## config.mk

```make
export PLATFORM = sky130hd
export DESIGN_NAME = tribus_resolver
export DESIGN_NICKNAME = d
export VERILOG_FILES = /design/src/rtl/tribus_pkg.sv /design/src/rtl/tribus_bit_resolve.sv /design/src/rtl/tribus_resolver.sv
export SDC_FILE = /design/constraint.sdc
export NUM_CORES = 1
export LEC_CHECK = 0
export ABC_AREA = 0
export ABC_CLOCK_PERIOD_IN_PS = 2200
export CORE_UTILIZATION = 40
export CTS_CLUSTER_DIAMETER = 120
export DETAILED_ROUTE_END_ITERATION = 12
export PLACE_DENSITY = 0.82
export SLEW_MARGIN = 20
export SYNTH_ARGS = -nofsm -noshare
export SYNTH_HDL_FRONTEND = slang
export SYNTH_HIERARCHICAL = 1
export SYNTH_SLANG_ARGS = --single-unit
```

## constraint.sdc

```tcl
create_clock -name clk -period 2.2 [get_ports clk]
set_input_delay 0.55 -clock clk [delete_from_list [all_inputs] [get_ports clk]]
set_output_delay 0.55 -clock clk [all_outputs]
set_load 0.01 [all_outputs]
```

## src/rtl/tribus_pkg.sv

```systemverilog
// rtl/tribus_pkg.sv - shared encodings and constants for the tri-state bus resolver
package tribus_pkg;

    localparam int NET_TRI   = 0;
    localparam int NET_WAND  = 1;
    localparam int NET_WOR   = 2;

    localparam int PULL_NONE = 0;
    localparam int PULL_DOWN = 1;
    localparam int PULL_UP   = 2;
    localparam int PULL_KEEP = 3;

    localparam int CNT_W     = 16;
    localparam int DECAY_W   = 16;

    function automatic logic [CNT_W-1:0] sat_inc(input logic [CNT_W-1:0] v);
        return (&v) ? v : v + 1'b1;
    endfunction

endpackage

```

## src/rtl/tribus_bit_resolve.sv

```systemverilog
// rtl/tribus_bit_resolve.sv - combinational resolution of one bus bit across all channels
module tribus_bit_resolve
    import tribus_pkg::*;
#(
    parameter int NCH      = 4,
    parameter int NET_MODE = NET_TRI
) (
    input  logic [NCH-1:0] i_en,
    input  logic [NCH-1:0] i_bit,
    output logic           o_value,
    output logic           o_driven,
    output logic           o_conflict
);

    logic w_and;
    logic w_or;
    logic w_first;

    always_comb begin
        w_and   = 1'b1;
        w_or    = 1'b0;
        w_first = 1'b0;
        // descending scan so the lowest enabled index is the last writer
        for (int i = NCH - 1; i >= 0; i--) begin
            if (i_en[i]) begin
                w_and   = w_and & i_bit[i];
                w_or    = w_or | i_bit[i];
                w_first = i_bit[i];
            end
        end
    end

    assign o_driven = |i_en;

    always_comb begin
        o_value    = w_first;
        o_conflict = 1'b0;
        if (NET_MODE == NET_WAND) begin
            o_value = w_and;
        end else if (NET_MODE == NET_WOR) begin
            o_value = w_or;
        end else begin
            // some enabled driver is 1 and some is 0
            o_conflict = w_or & ~w_and;
        end
    end

endmodule

```

## src/rtl/tribus_resolver.sv

```systemverilog
// rtl/tribus_resolver.sv - registered multi-channel bus resolver with pull/keeper and conflict counting
module tribus_resolver
    import tribus_pkg::*;
#(
    parameter int WIDTH     = 8,
    parameter int NCH       = 4,
    parameter int NET_MODE  = 0,
    parameter int PULL_MODE = 0,
    parameter int DECAY     = 16
) (
    input  logic                 clk,
    input  logic                 rst,
    input  logic [NCH-1:0]       drv_en,
    input  logic [NCH*WIDTH-1:0] drv_data,
    input  logic                 cnt_clr,
    output logic [WIDTH-1:0]     bus_q,
    output logic [WIDTH-1:0]     bus_zmask,
    output logic [WIDTH-1:0]     conflict_mask,
    output logic [CNT_W-1:0]     conflict_cnt
);

    generate
        if (NET_MODE < NET_TRI || NET_MODE > NET_WOR) begin : g_bad_net
            $error("tribus_resolver: NET_MODE out of range");
        end
        if (PULL_MODE < PULL_NONE || PULL_MODE > PULL_KEEP) begin : g_bad_pull
            $error("tribus_resolver: PULL_MODE out of range");
        end
        if (WIDTH < 1 || WIDTH > 64 || NCH < 2 || NCH > 16) begin : g_bad_size
            $error("tribus_resolver: WIDTH or NCH out of range");
        end
        if (DECAY < 1 || DECAY > 65535) begin : g_bad_decay
            $error("tribus_resolver: DECAY out of range");
        end
    endgenerate

    localparam logic [WIDTH-1:0]   ONES    = {WIDTH{1'b1}};
    localparam logic [WIDTH-1:0]   ZEROS   = {WIDTH{1'b0}};
    localparam logic [WIDTH-1:0]   RST_Q   = (PULL_MODE == PULL_UP) ? ONES : ZEROS;
    localparam logic [WIDTH-1:0]   RST_Z   = (PULL_MODE == PULL_NONE || PULL_MODE == PULL_KEEP) ? ONES : ZEROS;
    localparam logic [DECAY_W-1:0] DECAY_L = DECAY_W'(DECAY);

    logic [WIDTH-1:0]   w_value;
    logic [WIDTH-1:0]   w_driven_bits;
    logic [WIDTH-1:0]   w_conflict;
    logic               w_driven;

    logic [WIDTH-1:0]   r_bus_q;
    logic [WIDTH-1:0]   r_bus_zmask;
    logic [WIDTH-1:0]   r_conflict_mask;
    logic [CNT_W-1:0]   r_conflict_cnt;
    logic [DECAY_W-1:0] r_decay;

    genvar b, c;
    generate
        for (b = 0; b < WIDTH; b++) begin : g_bit
            logic [NCH-1:0] w_ch_bit;
            for (c = 0; c < NCH; c++) begin : g_ch
                assign w_ch_bit[c] = drv_data[c*WIDTH + b];
            end
            tribus_bit_resolve #(
                .NCH      (NCH),
                .NET_MODE (NET_MODE)
            ) u_bit (
                .i_en       (drv_en),
                .i_bit      (w_ch_bit),
                .o_value    (w_value[b]),
                .o_driven   (w_driven_bits[b]),
                .o_conflict (w_conflict[b])
            );
        end
    endgenerate

    assign w_driven = |w_driven_bits;

    always_ff @(posedge clk or posedge rst) begin
        if (rst) begin
            r_bus_q         <= RST_Q;
            r_bus_zmask     <= RST_Z;
            r_conflict_mask <= ZEROS;
            r_decay         <= '0;
        end else if (w_driven) begin
            r_bus_q         <= w_value;
            r_bus_zmask     <= ZEROS;
            r_conflict_mask <= w_conflict;
            r_decay         <= '0;
        end else begin
            r_conflict_mask <= ZEROS;
            case (PULL_MODE)
                PULL_DOWN: begin
                    r_bus_q     <= ZEROS;
                    r_bus_zmask <= ZEROS;
                end
                PULL_UP: begin
                    r_bus_q     <= ONES;
                    r_bus_zmask <= ZEROS;
                end
                PULL_KEEP: begin
                    // value is kept for DECAY undriven cycles, then reported as floating
                    r_bus_zmask <= (r_decay >= DECAY_L) ? ONES : ZEROS;
                    if (r_decay < DECAY_L) begin
                        r_decay <= r_decay + 1'b1;
                    end
                end
                default: begin
                    r_bus_zmask <= ONES;
                end
            endcase
        end
    end

    always_ff @(posedge clk or posedge rst) begin
        if (rst) begin
            r_conflict_cnt <= '0;
        end else if (cnt_clr) begin
            r_conflict_cnt <= '0;
        end else if (w_driven && (|w_conflict)) begin
            r_conflict_cnt <= sat_inc(r_conflict_cnt);
        end
    end

    assign bus_q         = r_bus_q;
    assign bus_zmask     = r_bus_zmask;
    assign conflict_mask = r_conflict_mask;
    assign conflict_cnt  = r_conflict_cnt;

endmodule

```

==> metrics.txt <==
# TYPE chip_impl_metric gauge
chip_impl_metric{name="summed_instance_area_of_the_synthesized_netlist",unit="sq mm"} 0.00242
chip_impl_info{name="criticalPathCategory",value="in -> reg"} 1
chip_impl_metric{name="design_power_total",unit="W"} 0.00167
chip_impl_info{name="synth_top_family_by_area",value="simple AND/OR/NAND/NOR gates"} 1
chip_impl_metric{name="max_freq",unit="MHz"} 414
chip_impl_metric{name="critPathRequiredTime",unit="ns"} 2.38
chip_impl_info{name="r2r_start",value="conflict_cnt[0]$_DFFE_PP0P_"} 1
chip_impl_metric{name="postSynthNetCount",unit=""} 334
chip_impl_metric{name="asyncSetResetFlopFracSynth",unit="%"} 100
chip_impl_metric{name="setup_viol_count_final",unit=""} 16
chip_impl_metric{name="die-height",unit="um"} 79.7
chip_impl_metric{name="via_per_inst",unit=""} 5.98
chip_impl_metric{name="fp.dieW",unit="um"} 79.7
chip_impl_metric{name="num-nets-final",unit=""} 454
chip_impl_metric{name="yosys.area_share.adder",unit="%"} 0.518
chip_impl_info{name="critPathTopFamily",value="simple AND/OR/NAND/NOR gates"} 1
chip_impl_metric{name="synth_top_cell_area_share",unit="%"} 33.1
chip_impl_metric{name="vdd_drop_max",unit="mV"} 0.323
chip_impl_metric{name="clock_latency_reported_for_the_late_side_of_the_worst_skew_pair",unit="ns"} 0.29
chip_impl_metric{name="drc_violation_count_after_routing",unit=""} 0
chip_impl_info{name="worstHoldEndpoint",value="bus_q[5]$_DFFE_PP0N_"} 1
chip_impl_metric{name="finalSetupTns",unit="ns"} -2.24
chip_impl_metric{name="grt_remaining_overflow",unit=""} 0
chip_impl_metric{name="path_buf_inv",unit=""} 3
chip_impl_metric{name="power.density",unit="mW/mm^2"} 413
chip_impl_metric{name="synth_enable_flop_cells",unit=""} 0
chip_impl_metric{name="synth_cells",unit=""} 294
chip_impl_metric{name="detailedRoute.firstPassIterationCount",unit=""} 4
chip_impl_metric{name="final_cycle_share",unit="%"} 110
chip_impl_info{name="worstHoldPathType",value="reg -> reg"} 1
chip_impl_metric{name="hold-path-cell-count",unit=""} 2
chip_impl_metric{name="synth.lib_cells_used.distinct",unit=""} 42
chip_impl_info{name="synth_ff_type",value="dfrtp_1"} 1
chip_impl_metric{name="drv_slew",unit=""} 0
chip_impl_metric{name="hold_violation_total_from_the_final_report",unit=""} 0
chip_impl_metric{name="cts-htree-levels",unit=""} 2
chip_impl_metric{name="synth.area.mux_share",unit="%"} 1.35
chip_impl_metric{name="final_critical_path_setup_slack",unit="ns"} -0.214
chip_impl_metric{name="wl_per_cell",unit="um"} 17.3
chip_impl_metric{name="die_area",unit="sq mm"} 0.00636
chip_impl_metric{name="seq_area",unit="sq um"} 827
chip_impl_metric{name="cts_hold_buf",unit=""} 0
chip_impl_metric{name="number_of_clock_sinks",unit=""} 33
chip_impl_metric{name="r2r.worst_path.cells",unit=""} 7
chip_impl_metric{name="layout.filler_cells",unit=""} 400
chip_impl_metric{name="slowest_delay",unit="ns"} 0.43
chip_impl_metric{name="route.antenna.remaining_nets",unit=""} 0
chip_impl_metric{name="final_layout_size_suffix_gt1_share",unit="%"} 25.5
chip_impl_metric{name="critPathMaxFanout",unit=""} 5
chip_impl_metric{name="period_minus_slack",unit="ns"} 2.41
chip_impl_metric{name="vias",unit=""} 2914
chip_impl_metric{name="grt_max_degree",unit=""} 34
chip_impl_metric{name="worst_slew_pin_slew",unit="ns"} 0.411
chip_impl_metric{name="synth-seq-cells",unit=""} 33
chip_impl_info{name="hold_sp",value="bus_q[5]$_DFFE_PP0N_"} 1
chip_impl_metric{name="drt_iter0_drc",unit=""} 174
chip_impl_metric{name="syn_avg_cell_area",unit="sq um"} 8.22
chip_impl_metric{name="number_of_antenna_diodes",unit=""} 0
chip_impl_info{name="status",value="finished with violations"} 1
chip_impl_info{name="critPathCaptureType",value="flop"} 1
chip_impl_metric{name="ioPinCount",unit=""} 79
chip_impl_metric{name="number_of_buffer_cells_added_on_primary_ports",unit=""} 78
chip_impl_metric{name="fin_area",unit="sq mm"} 0.00405
chip_impl_metric{name="post_synth_xor_area_fraction",unit="%"} 0.725
chip_impl_metric{name="final.setup_skew",unit="ns"} 0.00273
chip_impl_info{name="setup.worst_path.start_class",value="input port"} 1
chip_impl_info{name="netlist.top_cell.by_area",value="dfrtp_1"} 1
chip_impl_metric{name="initial_utilization",unit="%"} 42.6
chip_impl_metric{name="static_leakage",unit="nW"} 1.76
chip_impl_metric{name="rows",unit=""} 27
chip_impl_metric{name="place_ws",unit="ns"} -0.814
chip_impl_info{name="r2r_end",value="conflict_cnt[8]$_DFFE_PP0P_"} 1
chip_impl_metric{name="synth_seq_area_share",unit="%"} 34.2
chip_impl_metric{name="cts.clk_slew.worst_paths",unit="ns"} 0.07
chip_impl_info{name="clock_tree_from_tritoncts",value="done"} 1
chip_impl_metric{name="synth_compound_area_share",unit="%"} 20.1
chip_impl_metric{name="r2r_setup_slack",unit="ns"} 0.13
chip_impl_metric{name="grt_first_pass_wirelength",unit="mm"} 12.9
chip_impl_metric{name="gr-usage-all-layers",unit="%"} 26.0
chip_impl_metric{name="cts_inserted_buffers",unit=""} 5
chip_impl_metric{name="hpwl",unit="mm"} 4.83
chip_impl_info{name="worstPathCellList",value="buf_8, buf_12, or2b_1, nand3_1, a221o_1, nor4_4, nand2_2, buf_4, nand3_2, nor2b_2, mux2_4"} 1
chip_impl_metric{name="max_cap_violations",unit=""} 0
chip_impl_metric{name="area_growth_syn_to_layout",unit="%"} 67.5
chip_impl_metric{name="yosys_warnings",unit=""} 6
chip_impl_metric{name="detailed_place.area",unit="sq mm"} 0.00344
chip_impl_info{name="synth_area_leaders",value="dfrtp_1 33%, nand2_1 9.6%, a21oi_1 5.4%"} 1
chip_impl_metric{name="gp_routability_congestion",unit=""} 0.855
chip_impl_metric{name="coreArea",unit="sq mm"} 0.00568
chip_impl_metric{name="cp_data_arrival_time",unit="ns"} 2.59
chip_impl_metric{name="multi_input_area",unit="sq mm"} 0.00170
chip_impl_metric{name="synth_simple_gate_area_share",unit="%"} 39.1
chip_impl_metric{name="grt_antenna_before_repair",unit=""} 0
chip_impl_info{name="cpMaxStageDelayCell",value="a221o_1"} 1
chip_impl_info{name="clock_tree.root_cell",value="clkbuf_8"} 1
chip_impl_metric{name="wl_final",unit="mm"} 8.45
chip_impl_metric{name="first_global_vias",unit=""} 2786
chip_impl_metric{name="postLayoutCoreUtil",unit="%"} 71.4
chip_impl_metric{name="cts-root-to-sink-buffers",unit=""} 2
chip_impl_info{name="failed_checks",value="negative setup slack"} 1
chip_impl_metric{name="max-slew-margin-rel",unit="%"} 72.6
chip_impl_info{name="rsz0062_at_grt",value="yes"} 1
-- cell type report --
class                           count  area share (%)
Inverter                            2           0.247
Multi-Input combinational cell    246            42.0
Sequential cell                    33            20.4
Timing Repair Buffer              126            32.9
Clock buffer                        5            1.70
Tap cell                           72            2.22
Clock inverter                      3           0.432
-- report_power, final --
part	switching [W]	internal [W]	total, W
clock	0.000237	0.000218	0.000455
sequential	0.0000247	0.000644	0.000668
combinational	0.000249	0.000298	0.000548
-- sequential cells by signal, summed over array words and instances, names as in the netlist --
signal and cells:
bus_zmask 1, conflict_cnt 16, bus_q 8, conflict_mask 8
-- logic make-up (layout without fill, tap and decap cells) --
family / count (synthesis) / in the layout
AND/OR/NAND/NOR: 169 / 169
AO/OA/AOI/OAI: 71 / 71
flip-flops: 33 / 33
buffers and inverters: 15 / 136
multiplexers: 3 / 3
XOR/XNOR: 2 / 2
adder cells (fa/ha/maj): 1 / 1
-- layer usage --
| layer | vias to the layer above | share of wire (%) | global-route usage, % |
|---|---|---|---|
| met5 | - | 0 | 0 |
| met4 | 0 | 3.3 | 13.2 |
| met3 | 34 | 7.7 | 4.80 |
| met2 | 193 | 53 | 44.5 |
| met1 | 1364 | 36 | 31.0 |
| li1 | 1323 | - | - |
-- worst reg2reg max path, cell delays in order (launching register included) --
cell and delay, ns:
dfrtp_1 0.45, ha_1 0.26, and4_4 0.21, nand3_4 0.14
o211ai_4 0.13, buf_12 0.16, or4_4 0.51, a21oi_2 0.14
-- what timing repair did --
item,CTS,global route
cloned,7,2
setup buffers,13,2
setup endpoints to repair,33,31
resized for setup,92,26
pin swaps,36,27
-- layout by cell type (no fill, tap or decap), types with 3 or more instances in the layout --
master           instances
clkbuf_8                 5
nand2b_1                 7
nor2b_1                 11
or3_1                    4
a22o_1                   8
buf_6                    7
buf_4                   30
nand2b_4                 9
a221o_1                  8
or4_1                   12
and2_1                   8
a21oi_2                  4
buf_12                   5
nor4_2                   4
nand2_2                  6
nor2_1                   7
a22oi_2                  8
clkdlybuf4s50_1         43
o31ai_1                  4
nand3_1                 13
dlygate4sd2_1           21
dfrtp_1                 32
a21oi_1                 22
nand4_1                  3
nand2_1                 57
or2b_1                   8
and2b_1                  8
clkdlybuf4s15_1          7
o21ai_0                 10
buf_16                   6
-- stage by stage --
stage                     cells  hold slack [ns]
after floorplan             294            0.503
after CTS                   483            0.479
after detailed placement    455            0.463
after global placement      455            0.452
final                       487            0.478
after global routing        487            0.508
-- worst max-delay path by stage --
stage,slack (ns),cells after the start,start,endpoint
final,-0.21,11,drv_en[0],conflict_cnt[7]$_DFFE_PP0P_
after global routing,-0.30,11,drv_en[0],conflict_cnt[1]$_DFFE_PP0P_
after CTS,-0.09,10,drv_en[1],conflict_cnt[14]$_DFFE_PP0P_
after detailed placement,-0.81,11,drv_en[0],conflict_cnt[8]$_DFFE_PP0P_
after global placement,-0.74,11,drv_en[0],conflict_cnt[5]$_DFFE_PP0P_
after floorplan,-0.009,7,drv_en[1],conflict_cnt[7]$_DFFE_PP0P_
-- cell usage after synthesis, types with 10 or more instances --
cell type / number
nor2b_1: 11
or4_1: 13
nand2_1: 62
nand3_1: 14
dfrtp_1: 32
nand2b_1: 16
o21ai_0: 10
a21oi_1: 26
Power figures use the tool's default switching activity.
